<file path="src/rtl/braille_pkg.sv">
// Shared constants for the Braille cell to 7-segment path: dots->ASCII map,
// hex->segment patterns (active-high, a in the MSB) and the blank pattern.
package braille_pkg;

  localparam logic [6:0] SEG_BLANK = 7'b0000000;

  // Indexed by the dot vector read as a number, dot 1 in the MSB and dot 6 in the LSB.
  localparam logic [7:0] DOTS_TO_ASCII [64] = '{
    8'h20, 8'h2C, 8'h22, 8'h3B, 8'h40, 8'h2E, 8'h5E, 8'h5F,
    8'h27, 8'h2D, 8'h39, 8'h30, 8'h2F, 8'h2B, 8'h3E, 8'h23,
    8'h31, 8'h35, 8'h33, 8'h34, 8'h49, 8'h5B, 8'h4A, 8'h57,
    8'h32, 8'h38, 8'h36, 8'h37, 8'h53, 8'h21, 8'h54, 8'h29,
    8'h41, 8'h2A, 8'h45, 8'h3A, 8'h43, 8'h25, 8'h44, 8'h3F,
    8'h4B, 8'h55, 8'h4F, 8'h5A, 8'h4D, 8'h58, 8'h4E, 8'h59,
    8'h42, 8'h3C, 8'h48, 8'h5C, 8'h46, 8'h24, 8'h47, 8'h5D,
    8'h4C, 8'h56, 8'h52, 8'h28, 8'h50, 8'h26, 8'h51, 8'h3D
  };

  localparam logic [6:0] HEX_SEG [16] = '{
    7'b1111110, 7'b0110000, 7'b1101101, 7'b1111001,
    7'b0110011, 7'b1011011, 7'b1011111, 7'b1110000,
    7'b1111111, 7'b1111011, 7'b1110111, 7'b0011111,
    7'b1001110, 7'b0111101, 7'b1001111, 7'b1000111
  };

endpackage

</file>
<file path="src/rtl/hex_to_7seg.sv">
// Combinational nibble to 7-segment pattern, segments a..g on [1..7].
// Macro SEG_ACTIVE_LOW_EN inverts the pattern for common-anode displays.
module hex_to_7seg
  import braille_pkg::*;
(
  input  logic [3:0] nibble,
  output logic [1:7] seg
);

`ifdef SEG_ACTIVE_LOW_EN
  assign seg = ~HEX_SEG[nibble];
`else
  assign seg = HEX_SEG[nibble];
`endif

endmodule

</file>
<file path="src/rtl/braille_to_7seg.sv">
// Registered Braille cell (dots 1..6) to two-digit hex ASCII 7-segment display.
// Macro SEG_ACTIVE_LOW_EN selects active-low segments (blank = all ones).
module braille_to_7seg
  import braille_pkg::*;
(
  input  logic       clk,
  input  logic       rst,
  input  logic [1:6] i,
  output logic [1:7] o1,
  output logic [1:7] o0
);

`ifdef SEG_ACTIVE_LOW_EN
  localparam logic [1:7] SEG_OFF = ~SEG_BLANK;
`else
  localparam logic [1:7] SEG_OFF = SEG_BLANK;
`endif

  logic [7:0] code;
  logic [1:7] seg_next [2];
  logic [1:7] o1_reg;
  logic [1:7] o0_reg;

  // i is packed with dot 1 as MSB, which is exactly the table's index order.
  assign code = DOTS_TO_ASCII[i];

  // Digit 0 renders the low nibble, digit 1 the high nibble.
  genvar gi;
  generate
    for (gi = 0; gi < 2; gi++) begin : g_digit
      hex_to_7seg u_hex (
        .nibble (code[4*gi +: 4]),
        .seg    (seg_next[gi])
      );
    end
  endgenerate

  always_ff @(posedge clk) begin
    if (rst) begin
      o1_reg <= SEG_OFF;
      o0_reg <= SEG_OFF;
    end else begin
      o1_reg <= seg_next[1];
      o0_reg <= seg_next[0];
    end
  end

  assign o1 = o1_reg;
  assign o0 = o0_reg;

endmodule

</file>
<file path="config.mk">
export PLATFORM = sky130hd
export DESIGN_NAME = braille_to_7seg
export DESIGN_NICKNAME = d
export VERILOG_FILES = /design/src/rtl/braille_pkg.sv /design/src/rtl/hex_to_7seg.sv /design/src/rtl/braille_to_7seg.sv
export SDC_FILE = /design/constraint.sdc
export NUM_CORES = 1
export LEC_CHECK = 0
export CAP_MARGIN = 20
export CORE_AREA = 5 5 50 95
export DETAILED_ROUTE_END_ITERATION = 6
export DIE_AREA = 0 0 55 100
export GPL_ROUTABILITY_DRIVEN = 0
export PLACE_DENSITY = 0.66
export SLEW_MARGIN = 10
export SYNTH_ARGS = -nofsm -noshare
export SYNTH_HDL_FRONTEND = slang
export SYNTH_HIERARCHICAL = 1
export SYNTH_SLANG_ARGS = --single-unit
</file>
<file path="constraint.sdc">
create_clock -name clk -period 4.6 [get_ports clk]
set_input_delay 0.46 -clock clk [delete_from_list [all_inputs] [get_ports clk]]
set_output_delay 0.46 -clock clk [all_outputs]
set_load 0.01 [all_outputs]
</file>
After elaboration in Yosys (flattened, before gate mapping) --
Memories as Yosys holds them, arrays and structs flattened. A register that Yosys moved wholly into a read port is not among the register bits. Cells that the tools add are included.
Storage, ports and cells: output and inout port bits 14, memories 3, register bits 0, ROM bits 736, input bits 8, word-level logic and storage cells 9
Memories:
- (name not given) | depth 64, width 8, rd ports 1, clocked after Yosys merged registers in 0, wr ports 0, RTL line braille_to_7seg.sv:25 | assign code = DOTS_TO_ASCII[i];
- (name not given) | depth 16, width 7, rd ports 1, clocked after Yosys merged registers in 1, wr ports 0, RTL line hex_to_7seg.sv:13 | assign seg = HEX_SEG[nibble];
- (name not given) | depth 16, width 7, rd ports 1, clocked after Yosys merged registers in 1, wr ports 0, RTL line hex_to_7seg.sv:13
Cells by class: magnitude comparators 1, muxes and demuxes 2, bitwise operators 3
Operator list (number):
- $mux W8 | 2
- $not A4 Y5 | 2
- $ge A7 B7 Y1 const B | 1
- $not A6 Y7 | 1

Logic depth before layout (Yosys ltp) --
word-level depth 5, mapped depth 12, mapped depth without buffers 11

By module --
The synthesis kept the hierarchy.
Modules (own cells, without submodules):
- braille_to_7seg | area an instance 1143.6 µm², seq. area each 280.3 µm², times used 1, cells each 135
- hex_to_7seg | area an instance 295.3 µm², seq. area each 0.0 µm², times used 2, cells each 33

Worst setup path before layout --
Ideal clock, no wire load.
kind input to register, start point in i[5] (netlist name), end point reg o0_reg, in the netlist o0[4], stages on the path 11, library setup time 128 ps, path buffers 1, slack 1543 ps, data arrival time 2929 ps, required time 4472 ps, path through buf_2 inv_1 ha_1 mux4_2 o21ai_0 nand2_1 o21ai_0 inv_1 ha_1 mux4_2 nor2b_1
On the way: word-level cells in the longest chain between the ends 5
Ends and longest elaborated chain:
- start, declared | RTL line braille_to_7seg.sv:8 | input logic [1:6] i,
- $not A6 Y7 (implied by the code) | RTL line braille_to_7seg.sv:25
- $mem_v2 Z64 W8
- $mux W8 (implied by the code) (2 in series) | RTL line braille_to_7seg.sv:25
- net code[0] | RTL line braille_to_7seg.sv:19 | logic [7:0] code;
- $not A4 Y5 (implied by the code) | RTL line hex_to_7seg.sv:13
- end, declared | RTL line braille_to_7seg.sv:22 | logic [1:7] o0_reg;
The timed path passes the listed nets, and every way through them passes these cells. The select of a mux whose other input is x is not followed.

Final worst setup path --
start point in i[6] (netlist name), end point reg o0_reg, in the netlist o0[4]
Same word-level chain as after synthesis.

==> flow_metrics.py <==
metrics = {
    "run_status": {
        "status": "complete, no violations",
    },
    "setup_path": {
        "crit_path_start_kind": "primary input",
        "arrival_ns": 3.69,
        "critPathRequiredTime_ns": 4.72,
        "worstPathMaxFanout": 10,
        "cp-end-kind": "flop",
        "critPathKind": "in2reg",
    },
    "job": {
        "drv_cap": 0,
    },
    "routing": {
        "antenna_left": 0,
        "drc": 0,
        "vias": 1445,
        "avgRoutedWirePerCell_um": 13.42,
        "post_drt_via_cell_ratio": 5.332,
        "wirelength_um": 3638,
        "drtIter0Drc": 27,
        "firstDrtPassIters": 4,
    },
    "logic_synthesis": {
        "synth_flop_cell": "dfxtp_1",
        "syn_area_per_cell_sq_um": 8.628,
        "ys_ff_latch": 14,
        "yosysTopAreaCell": "dfxtp_1",
        "netlist.area_leader.share_pct": 16.16,
        "synthTopCellsByArea": "dfxtp_1 (16%), ha_1 (16%), mux4_2 (7.8%)",
        "async_flop_share_pct": 0,
        "ys_seq_area_share_pct": 16.16,
        "synthCells": 201,
        "ys_warn_count": 6,
        "synthDistinctLibCells": 44,
        "synthesis.area_sq_um": 1734,
        "synth-edff-count": 0,
        "ys_top_cells_by_count": "ha_1 (22), inv_1 (18), nor2b_1 (18), o21ai_0 (16), dfxtp_1 (14)",
        "synth.most_common_cell": "ha_1",
    },
    "floorplanning": {
        "fp.dieW_um": 55,
        "rows": 32,
        "dieArea_sq_um": 5500,
        "fp.dieH_um": 100,
        "initial_core_util_pct": 44.65,
        "io-pin-count": 22,
        "core_area_sq_um": 3884,
    },
    "global_route": {
        "grt_max_degree": 19,
        "grt_pass1_wl_um": 5954,
        "grt_overflow": 0,
        "antenna_found_initial": 0,
        "grt_pass1_vias": 1317,
        "grt_util_all_layers_pct": 14.56,
    },
    "sta": {
        "finalCriticalPeriod_ns": 3.573,
        "period_share_pct": 77.67,
        "fin_tns_setup_ns": 0,
        "hold_viol": 0,
        "worst_pin_slew_ns": 1.022,
        "final-setup-viol-count": 0,
        "slew_violations": 0,
        "grt_setup_unrepaired": "false",
        "max_freq_ghz": 0.2799,
        "relSlewSlack_pct": 31.17,
    },
    "cts": {
        "cts_root_buf": "clkbuf_8",
        "post_cts_resized": 0,
        "cts_tree": "done",
        "post_cts_buffers": 0,
        "clkTransAtPathRegs_ns": 0.05,
        "clock_sinks": 14,
        "cts_max_level": 1,
        "cts-hold-fix-buffers": 0,
        "cts_buffer_depth": 2,
        "cts_buffers": 3,
    },
    "placement": {
        "port_buffers": 21,
        "post-place-cells": 267,
        "hpwl_um": 2957,
        "place_area_sq_um": 1963,
    },
    "power": {
        "power_density_nw_per_um2": 244.7,
        "ir_worst_vdd_mv": 0.1344,
        "power_uw": 493.9,
        "leakage_uw": 0.0008772,
    },
    "final_layout": {
        "fin_util_pct": 51.97,
        "area_growth_pct": 16.38,
        "final_layout_size_suffix_gt1_share_pct": 14.55,
        "layoutNonFillerInstCount": 271,
        "antenna_cells": 0,
        "fin_nets": 251,
        "fin_area_sq_um": 2018,
    },
    "min_path": {
        "hold_class": "in2reg",
    },
}
## logic make-up (layout without fill, tap and decap cells)
kind of cell	Yosys count	after routing	share of synthesized area, %
adders and majority gates	22	22	15.87
DFF	14	14	16.16
buffers and inverters	33	50	9.956
xor gates and xnor gates	3	3	1.515
muxes	23	23	18.98
and+or+nand+nor	57	57	18.47
AOI/OAI and AO/OA	48	48	18.83
other	1	3	0.2162
## report_power, final
group	switching [uW]	total [uW]	internal (uW)
Clock	41.1	117	75.8
Sequential	3.63	142	138
Combinational	113	235	122
Total	158	494	336
## stage by stage
step,setup slack (ns),hold WS (ns)
3_5_place_dp,0.7765,1.196
2_1_floorplan,1.543,0.5316
5_1_grt,0.8482,1.116
4_1_cts,1.037,1.083
6_report,1.027,1.072
3_3_place_gp,0.8584,1.196
## path summary, 6_finish.rpt
kind  start    end  slack (ns)  cells past startpoint
max    i[6]  o0[4]        1.03                     12
min     rst  o0[1]        1.07                      2
## worst max-delay path, stage by stage
cell and delay [ns]:
clkdlybuf4s50_1 0.47, buf_4 0.17, inv_1 0.14, ha_1 0.41
nand2_1 0.10, o21ai_0 0.08, mux4_2 0.46, mux2i_1 0.28
inv_1 0.20, ha_1 0.34, mux4_2 0.44, nor2b_1 0.13
## layout make-up
cell class / count / area (sq um)
timing repair buffer: 28 / 262.8
tap: 51 / 63.81
sequential: 14 / 280.3
clock buffer: 4 / 55.05
fill: 385 / 1866
multi-input combinational: 156 / 1289
inverter: 18 / 67.56
## routing by layer
layer / track usage [%] / wire length (um) / vias up
li1: - / - / 729
met1: 14.22 / 1330 / 664
met2: 25.36 / 1911 / 35
met3: 1.040 / 130 / 17
met4: 12.55 / 265 / 0
met5: 0 / 0 / -
## cells in the final DEF, fill, tap and decap left out, types with 5 or more instances in the layout
cell type	netlist	final
nand2_1	10	10
clkdlybuf4s50_1	0	21
mux4_2	6	6
a21oi_1	5	5
inv_1	18	18
dfxtp_1	14	14
ha_1	22	22
buf_4	2	7
nand2b_1	8	8
nor2b_1	18	18
mux2i_1	10	10
nor2_1	7	7
o21ai_0	16	16
a31oi_1	5	5
No activity file was read; power rests on OpenSTA's default activity.
